<file path="config.mk">
export PLATFORM = sky130hd
export DESIGN_NAME = ciaa_kbd_receiver
export DESIGN_NICKNAME = d
export VERILOG_FILES = /design/src/rtl/ciaa_kbd_receiver.sv
export SDC_FILE = /design/constraint.sdc
export NUM_CORES = 1
export LEC_CHECK = 0
export ABC_AREA = 0
export CORE_UTILIZATION = 55
export DETAILED_ROUTE_END_ITERATION = 16
export GPL_ROUTABILITY_DRIVEN = 0
export PLACE_DENSITY = 0.87
export SYNTH_ARGS = -nofsm -noshare
export SYNTH_HDL_FRONTEND = slang
export SYNTH_SLANG_ARGS = --single-unit
</file>
<file path="constraint.sdc">
create_clock -name clk -period 2 [get_ports clk]
set_input_delay 0.4 -clock clk [delete_from_list [all_inputs] [get_ports clk]]
set_output_delay 0.4 -clock clk [all_outputs]
set_load 0.05 [all_outputs]
</file>
<file path="src/rtl/ciaa_kbd_receiver.sv">
// CIA-A receiver for the Amiga serial keyboard link: 8-bit shift-in, decode, host handshake, KDAT pull-low.
// Optional special-code trapping is enabled with `define CIAA_KBD_SPECIAL_CODES_EN.
module ciaa_kbd_receiver #(
  parameter int HS_LEN  = 600,
  parameter int TIMEOUT = 1023
) (
  input  logic       clk,
  input  logic       reset,
  input  logic       clk7_en,
  input  logic       kbclk,
  input  logic       kbdata,
  output logic       kbdata_oe,
  output logic       key_valid,
  output logic [6:0] key_code,
  output logic       key_up,
  input  logic       keyack,
  output logic       overrun,
  output logic       timeout_err,
  output logic       special_strobe,
  output logic [7:0] special_code
);
  localparam int CW = $clog2((HS_LEN > TIMEOUT) ? HS_LEN : TIMEOUT) + 1;

  typedef enum logic [1:0] {S_IDLE, S_SHIFT, S_HS} state_e;

  state_e        state_q, state_d;
  logic [1:0]    kbclk_s_q, kbdata_s_q;
  logic          kbclk_prev_q;
  logic [2:0]    bitcnt_q, bitcnt_d;
  logic [6:0]    sr_q, sr_d;
  logic [CW-1:0] tmo_q, tmo_d, hs_q, hs_d;
  logic          oe_q, oe_d, kv_q, kv_d, up_q, up_d, ovr_q, ovr_d, terr_q, terr_d;
  logic [6:0]    code_q, code_d;

  logic       rise, sbit, byte_done, is_special;
  logic [7:0] raw, dec;

  assign rise = clk7_en & kbclk_s_q[1] & ~kbclk_prev_q;
  assign sbit = kbdata_s_q[1];
  assign raw  = {sr_q, sbit};
  assign dec  = {~raw[0], ~raw[7:1]};

`ifdef CIAA_KBD_SPECIAL_CODES_EN
  logic       sstb_q, sstb_d;
  logic [7:0] scode_q, scode_d;
  assign is_special     = (dec == 8'h78) || (dec >= 8'hF9 && dec <= 8'hFE);
  assign special_strobe = sstb_q;
  assign special_code   = scode_q;
`else
  assign is_special     = 1'b0;
  assign special_strobe = 1'b0;
  assign special_code   = 8'h00;
`endif

  always_comb begin
    state_d   = state_q;
    bitcnt_d  = bitcnt_q;
    sr_d      = sr_q;
    tmo_d     = tmo_q;
    hs_d      = hs_q;
    oe_d      = oe_q;
    terr_d    = clk7_en ? 1'b0 : terr_q;
    byte_done = 1'b0;
    unique case (state_q)
      S_IDLE: if (rise) begin
        sr_d     = {sr_q[5:0], sbit};
        bitcnt_d = 3'd1;
        tmo_d    = '0;
        state_d  = S_SHIFT;
      end
      S_SHIFT: begin
        if (rise) begin
          sr_d  = {sr_q[5:0], sbit};
          tmo_d = '0;
          if (bitcnt_q == 3'd7) begin
            byte_done = 1'b1;
            bitcnt_d  = 3'd0;
            hs_d      = '0;
            oe_d      = 1'b1;
            state_d   = S_HS;
          end else begin
            bitcnt_d = bitcnt_q + 3'd1;
          end
        end else if (clk7_en) begin
          if (tmo_q == CW'(TIMEOUT - 1)) begin
            terr_d   = 1'b1;
            bitcnt_d = 3'd0;
            tmo_d    = '0;
            state_d  = S_IDLE;
          end else begin
            tmo_d = tmo_q + CW'(1);
          end
        end
      end
      // kbclk edges are deliberately ignored while KDAT is held low
      S_HS: if (clk7_en) begin
        if (hs_q == CW'(HS_LEN - 1)) begin
          oe_d    = 1'b0;
          hs_d    = '0;
          state_d = S_IDLE;
        end else begin
          hs_d = hs_q + CW'(1);
        end
      end
      default: state_d = S_IDLE;
    endcase
  end

  // Host handshake runs on every clk; a same-clk key write overrides keyack.
  always_comb begin
    kv_d   = keyack ? 1'b0 : kv_q;
    code_d = code_q;
    up_d   = up_q;
    ovr_d  = ovr_q;
`ifdef CIAA_KBD_SPECIAL_CODES_EN
    sstb_d  = clk7_en ? 1'b0 : sstb_q;
    scode_d = scode_q;
`endif
    if (byte_done) begin
      if (is_special) begin
`ifdef CIAA_KBD_SPECIAL_CODES_EN
        sstb_d  = 1'b1;
        scode_d = dec;
`endif
      end else begin
        kv_d   = 1'b1;
        code_d = dec[6:0];
        up_d   = dec[7];
        if (kv_q && !keyack) ovr_d = 1'b1;
      end
    end
  end

  always_ff @(posedge clk) begin
    if (reset) begin
      kbclk_s_q    <= 2'b11;
      kbdata_s_q   <= 2'b11;
      kbclk_prev_q <= 1'b1;
      state_q      <= S_IDLE;
      bitcnt_q     <= '0;
      sr_q         <= '0;
      tmo_q        <= '0;
      hs_q         <= '0;
      oe_q         <= 1'b0;
      kv_q         <= 1'b0;
      code_q       <= '0;
      up_q         <= 1'b0;
      ovr_q        <= 1'b0;
      terr_q       <= 1'b0;
`ifdef CIAA_KBD_SPECIAL_CODES_EN
      sstb_q       <= 1'b0;
      scode_q      <= '0;
`endif
    end else begin
      kbclk_s_q  <= {kbclk_s_q[0], kbclk};
      kbdata_s_q <= {kbdata_s_q[0], kbdata};
      if (clk7_en) kbclk_prev_q <= kbclk_s_q[1];
      state_q    <= state_d;
      bitcnt_q   <= bitcnt_d;
      sr_q       <= sr_d;
      tmo_q      <= tmo_d;
      hs_q       <= hs_d;
      oe_q       <= oe_d;
      kv_q       <= kv_d;
      code_q     <= code_d;
      up_q       <= up_d;
      ovr_q      <= ovr_d;
      terr_q     <= terr_d;
`ifdef CIAA_KBD_SPECIAL_CODES_EN
      sstb_q     <= sstb_d;
      scode_q    <= scode_d;
`endif
    end
  end

  assign kbdata_oe   = oe_q;
  assign key_valid   = kv_q;
  assign key_code    = code_q;
  assign key_up      = up_q;
  assign overrun     = ovr_q;
  assign timeout_err = terr_q;
endmodule

</file>
### Word-level counts from Yosys, hierarchy flattened

Cells that the tools add are included.

| cells by class | value |
|---|---|
| add/sub/neg operators | 3 |
| $mul | 0 |
| div/mod/pow operators | 0 |
| order comparisons | 0 |
| equality and inequality tests | 13 |
| shifts and indexed selects | 0 |
| muxes and demuxes | 39 |
| bitwise logic cells | 5 |
| reductions and logical operators | 14 |

Operators by type and width:

| operator | number |
|---|---|
| $mux W11 | 8 |
| $pmux W11 S2 | 2 |
| $add A11 B1 Y11 const B | 2 |
| $eq A11 B10 Y1 const B | 2 |
| $mux W3 | 5 |
| $mux W1 | 14 |
| $mux W2 | 7 |
| $ne A2 B2 Y1 const B | 5 |
| $ne A3 B3 Y1 const B | 3 |
| $reduce_and A4 Y1 | 2 |
| $not A7 Y7 | 1 |
| $pmux W2 S3 | 1 |
| $pmux W3 S2 | 1 |
| $reduce_and A6 Y1 | 1 |
| $reduce_bool A2 Y1 | 3 |
| $reduce_and A5 Y1 | 1 |
| $reduce_and A2 Y1 | 2 |
| $add A3 B1 Y3 const B | 1 |
| $eq A3 B3 Y1 const B | 1 |
| $reduce_and A3 Y1 | 1 |
| $and A1 B1 Y1 | 2 |
| $eq A2 B1 Y1 const B | 1 |
| $eq A2 B2 Y1 const B | 1 |
| $logic_not A2 Y1 | 1 |
| other kinds (5) | 6 |

| storage, ports and cells | value |
|---|---|
| register bits after elaboration | 51 |
| bits in latches | 0 |
| RAM bits | 0 |
| memory bits (read-only) | 0 |
| input bits | 6 |
| output and inout port bits | 21 |
| logic and storage cells | 88 |
| memories kept | 0 |

### Logic depth before layout (Yosys ltp)

| logic depth | value |
|---|---|
| depth after elaboration | 5 |
| mapped depth | 7 |

### Worst setup path after synthesis

OpenSTA, ideal clock, no wires.

| path | value |
|---|---|
| path type | in2reg |
| from | in clk7_en |
| to | reg tmo_q[10] |
| data arrival time | 1.580 ns |
| required time | 1.921 ns |
| slack | 0.340 ns |
| stages on the path | 5 |
| buffers on the path | 1 |
| cells stage by stage | buf_4 -> and2b_4 -> o2111ai_4 -> or4_1 -> a211oi_2 |

| between the ends | value |
|---|---|
| cells in the longest elaborated chain, start to end | 4 |
| elaborated cells between the ends (all ways) | 7 |
| classes of those cells | 2 x eq/ne; 2 x mux; 2 x bitwise; 1 x reduce/logical |

RTL lines:

| item | line | source |
|---|---|---|
| start, declared | 9 | `input logic clk7_en,` |
| $and A1 B1 Y1 (2 in a row) | 38 | `assign rise = clk7_en & kbclk_s_q[1] & ~kbclk_prev_q;` |
| $ne A3 B3 Y1 (no line) (tied with other cells) | -- |  |
| $reduce_and A3 Y1 (no line) / $pmux W11 S2 (equally long branches) | -- |  |
| end signal, assigned | 161 | `tmo_q <= tmo_d;` |
| end, declared | 31 | `logic [CW-1:0] tmo_q, tmo_d, hs_q, hs_d;` |

Several ways; a longest one is shown, not always the timed one.
A chain may end at the register's enable or synchronous reset.

### Worst setup path in the final report

| path | value |
|---|---|
| from | in clk7_en |
| to | reg code_q[6], in the netlist key_code[6] |

| between the ends | value |
|---|---|
| cells in the longest elaborated chain, start to end | 4 |

RTL lines:

| item | line | source |
|---|---|---|
| $and A1 B1 Y1 (2 in a row) | 38 |  |
| $mux W1 | 72 | `if (rise) begin` |
| $mux W1 | 64 | `unique case (state_q)` |
| end signal, assigned | 165 | `code_q <= code_d;` |
| end, declared | 33 | `logic [6:0] code_q, code_d;` |

Every way passes these cells.

==> flow_metrics.tcl <==
set metrics [dict create \
    clk_latency_ps 310 \
    ys_ff_latch 51 \
    p_comb_share_pct 7.0 \
    dominantRegCellSynth "dfxtp_1" \
    die_area_um2 4496 \
    synth-seq-area-share_pct 43.87 \
    gr-usage-met2_pct 35.50 \
    track_usage_pct 21.05 \
    hp-class "reg -> reg" \
    cts_tree "built" \
    worstSetupPathType "in -> reg" \
    synth_edf_count 0 \
    synth_top_area_share_pct 43.87 \
    cts.sinks 51 \
    min_period_ps 1901 \
    status "complete, no violations" \
    crit_path_start_kind "input port" \
    synth_area_leaders "dfxtp_1 44%, a21oi_1 4.7%, nand2_1 4.0%" \
    antenna_found_initial 0 \
    fin_crit_sh_pct 95.06 \
    grt_first_pass_wirelength_um 7127 \
    insertedDiodeCount 0 \
    initial_core_util_pct 57.76 \
    synth-async-reset-ratio_pct 0 \
    synth_top_family_by_area "simple AND/OR/NAND/NOR gates" \
    area_growth_pct 17.37 \
    maxCapViolations 0 \
    drive_gt1_share_pct 12.54 \
    rsz0062_at_grt "false" \
    yosysWarnings 0 \
    clk_pin_slew_ps 90 \
    synth_fa_ha_area_share_pct 2.688 \
    yosys.area_share.simple_pct 23.71 \
    overflow 0 \
    avgSynthCellArea_um2 9.020 \
    die_height_um 67.05 \
    routed_via_density 5.546 \
    setup_violations 0 \
    route.vias.total 1869 \
    tns_ps 0 \
    fmax_ghz 0.5260 \
    num_io_pins 27 \
    muxShareOfSynthArea_pct 0.8602 \
    finish.net_count 297 \
    switching_share_pct 21.81 \
    p_int_mw 1.575 \
    power_frac_seq_pct 51.7 \
    grt_max_degree 30 \
    use_met3_pct 4.795 \
    grt_pass1_vias 1622 \
    fin_skew_ps 12.46 \
    relSlewSlack_pct 60.72 \
    clockRootBuffer "clkbuf_8" \
    postRouteAntennaNets 0 \
    core-area_um2 4029 \
    synthDistinctLibCells 52 \
    clk_path_buf_depth 2 \
    syn_inst 258 \
    synth_compound_area_share_pct 18.87 \
    finalWirelength_um 4336 \
    cts_resized 0 \
    vdd_drop_max_mv 0.5096 \
    p_leak_nw 0.9440 \
    fin_area_um2 2731 \
    synth_top_cells_by_count "51 x dfxtp_1, 25 x nand2_1, 22 x a21oi_1, 14 x o21ai_0, 13 x or3_1" \
    p_per_area_nw_per_um2 737.5 \
    hold_slack_ps 417.1 \
    syn_area_um2 2327 \
    synth_xor_area_share_pct 2.258 \
    row_count 23 \
    p_switching_mw 0.4394 \
    crit_path_end_kind "flip-flop" \
    cp_data_required_time_ps 2220 \
    grt-busiest-layer "met2" \
    finalMaxSlewViolations 0 \
    synth_most_common_cell "dfxtp_1" \
    p_clk_share_pct 41.3 \
    drc 0 \
    postPlaceCellArea_um2 2599 \
    finalHoldViolations 0 \
    critPathMaxFanout 14 \
    die_w_um 67.05 \
    portBuffers 17 \
    cts_htree_levels 2 \
    ctsHoldBuffers 0 \
    yosysTopAreaCell "dfxtp_1" \
    dr.pass1.iters 4 \
    grtUsageMet1_pct 26.05 \
    post_cts_buffers 0 \
    routedWlPerCell_um 12.87 \
    dp_hpwl_um 3182 \
    arrival_ps 2120 \
    worst_pin_slew_ps 588.0 \
    numCtsBuffers 5 \
    drtIter0Drc 101 \
]
## power by group through the flow
stage / clock network (mW) / registers, mW / logic, mW
final: 0.832 / 1.04 / 0.141
after global routing: 0.881 / 1.04 / 0.153
after CTS: 0.847 / 1.04 / 0.141
after detailed placement: 0 / 1.07 / 0.140
after global placement: 0 / 1.06 / 0.138
after floorplan: 0 / 1.06 / 0.120
## layout by cell type (no fill, tap or decap), types with 3 or more instances in the layout
cell / count
inv_1: 8
nand2b_1: 7
nand2_1: 25
nand4_1: 5
a21oi_1: 22
a211oi_1: 10
o21ai_0: 14
or2_2: 4
and3_1: 3
clkdlybuf4s50_1: 17
dfxtp_1: 51
buf_4: 18
nor3_1: 5
or3_1: 13
nand3_1: 7
nor2_1: 12
nor2b_1: 3
and4_1: 3
ha_1: 5
xor2_1: 5
clkbuf_8: 5
conb_1: 9
## path summary, 6_finish.rpt
check / startpoint / cells past startpoint / slack, ps / endpoint
setup / recovery: clk7_en / 7 / 100 / key_code[6]$_SDFFE_PP0P_
hold / removal: kbclk_s_q[0]$_SDFF_PP1_ / 1 / 420 / kbclk_s_q[1]$_SDFF_PP1_
setup reg to reg: kbclk_s_q[1]$_SDFF_PP1_ / 4 / 160 / tmo_q[7]$_SDFFE_PP0P_
hold reg to reg: kbclk_s_q[0]$_SDFF_PP1_ / 1 / 420 / kbclk_s_q[1]$_SDFF_PP1_
## area by class of cell
class | instances | area, µm²
Clock buffer | 6 | 72.57
Clock inverter | 2 | 60.06
Fill cell | 303 | 1297
Inverter | 8 | 30.03
Multi-Input combinational cell | 184 | 1160
Sequential cell | 51 | 1021
Tap cell | 50 | 62.56
Timing Repair Buffer | 36 | 325.3
## registers in the layout, indices dropped and copies added, names as in the netlist, named ones only
name	count
bitcnt_q	3
hs_q	11
kbclk_prev_q	1
kbclk_s_q	2
kbdata_oe	1
kbdata_s_q	2
key_code	7
key_up	1
key_valid	1
overrun	1
sr_q	7
state_q	2
tmo_q	11
## per-layer routing
layer,vias to the layer above,routed length [µm]
met5,-,0
met3,5,133
met4,0,45
li1,954,-
met2,32,2064
met1,878,2093
## worst max-delay path: stages
cell	delay, ps
clkdlybuf4s50_1	500
nor4bb_4	410
buf_4	190
and3_1	230
buf_12	150
nor2_1	40
a211oi_1	200
## cells by family (layout without fill, tap and decap cells)
group,Yosys count,count (layout)
other,1,9
AOI/OAI and AO/OA,64,64
adders and majority gates,5,5
xor gates and xnor gates,6,6
DFF,51,51
muxes,2,2
buffers and inverters,31,52
and+or+nand+nor,98,98
## metrics by stage
stage / util [%] / worst slack (ps) / total power, mW / cells
floorplan: - / 340.2 / 1.179 / 266
global placement: 64.50 / -155.4 / 1.202 / 329
detailed placement: 64.50 / -228.3 / 1.205 / 329
CTS: 67.80 / 93.04 / 2.029 / 337
global route: 67.80 / 15.44 / 2.078 / 337
finish: 67.80 / 98.83 / 2.014 / 337
Note: power is estimated with default switching activity, not from simulation.
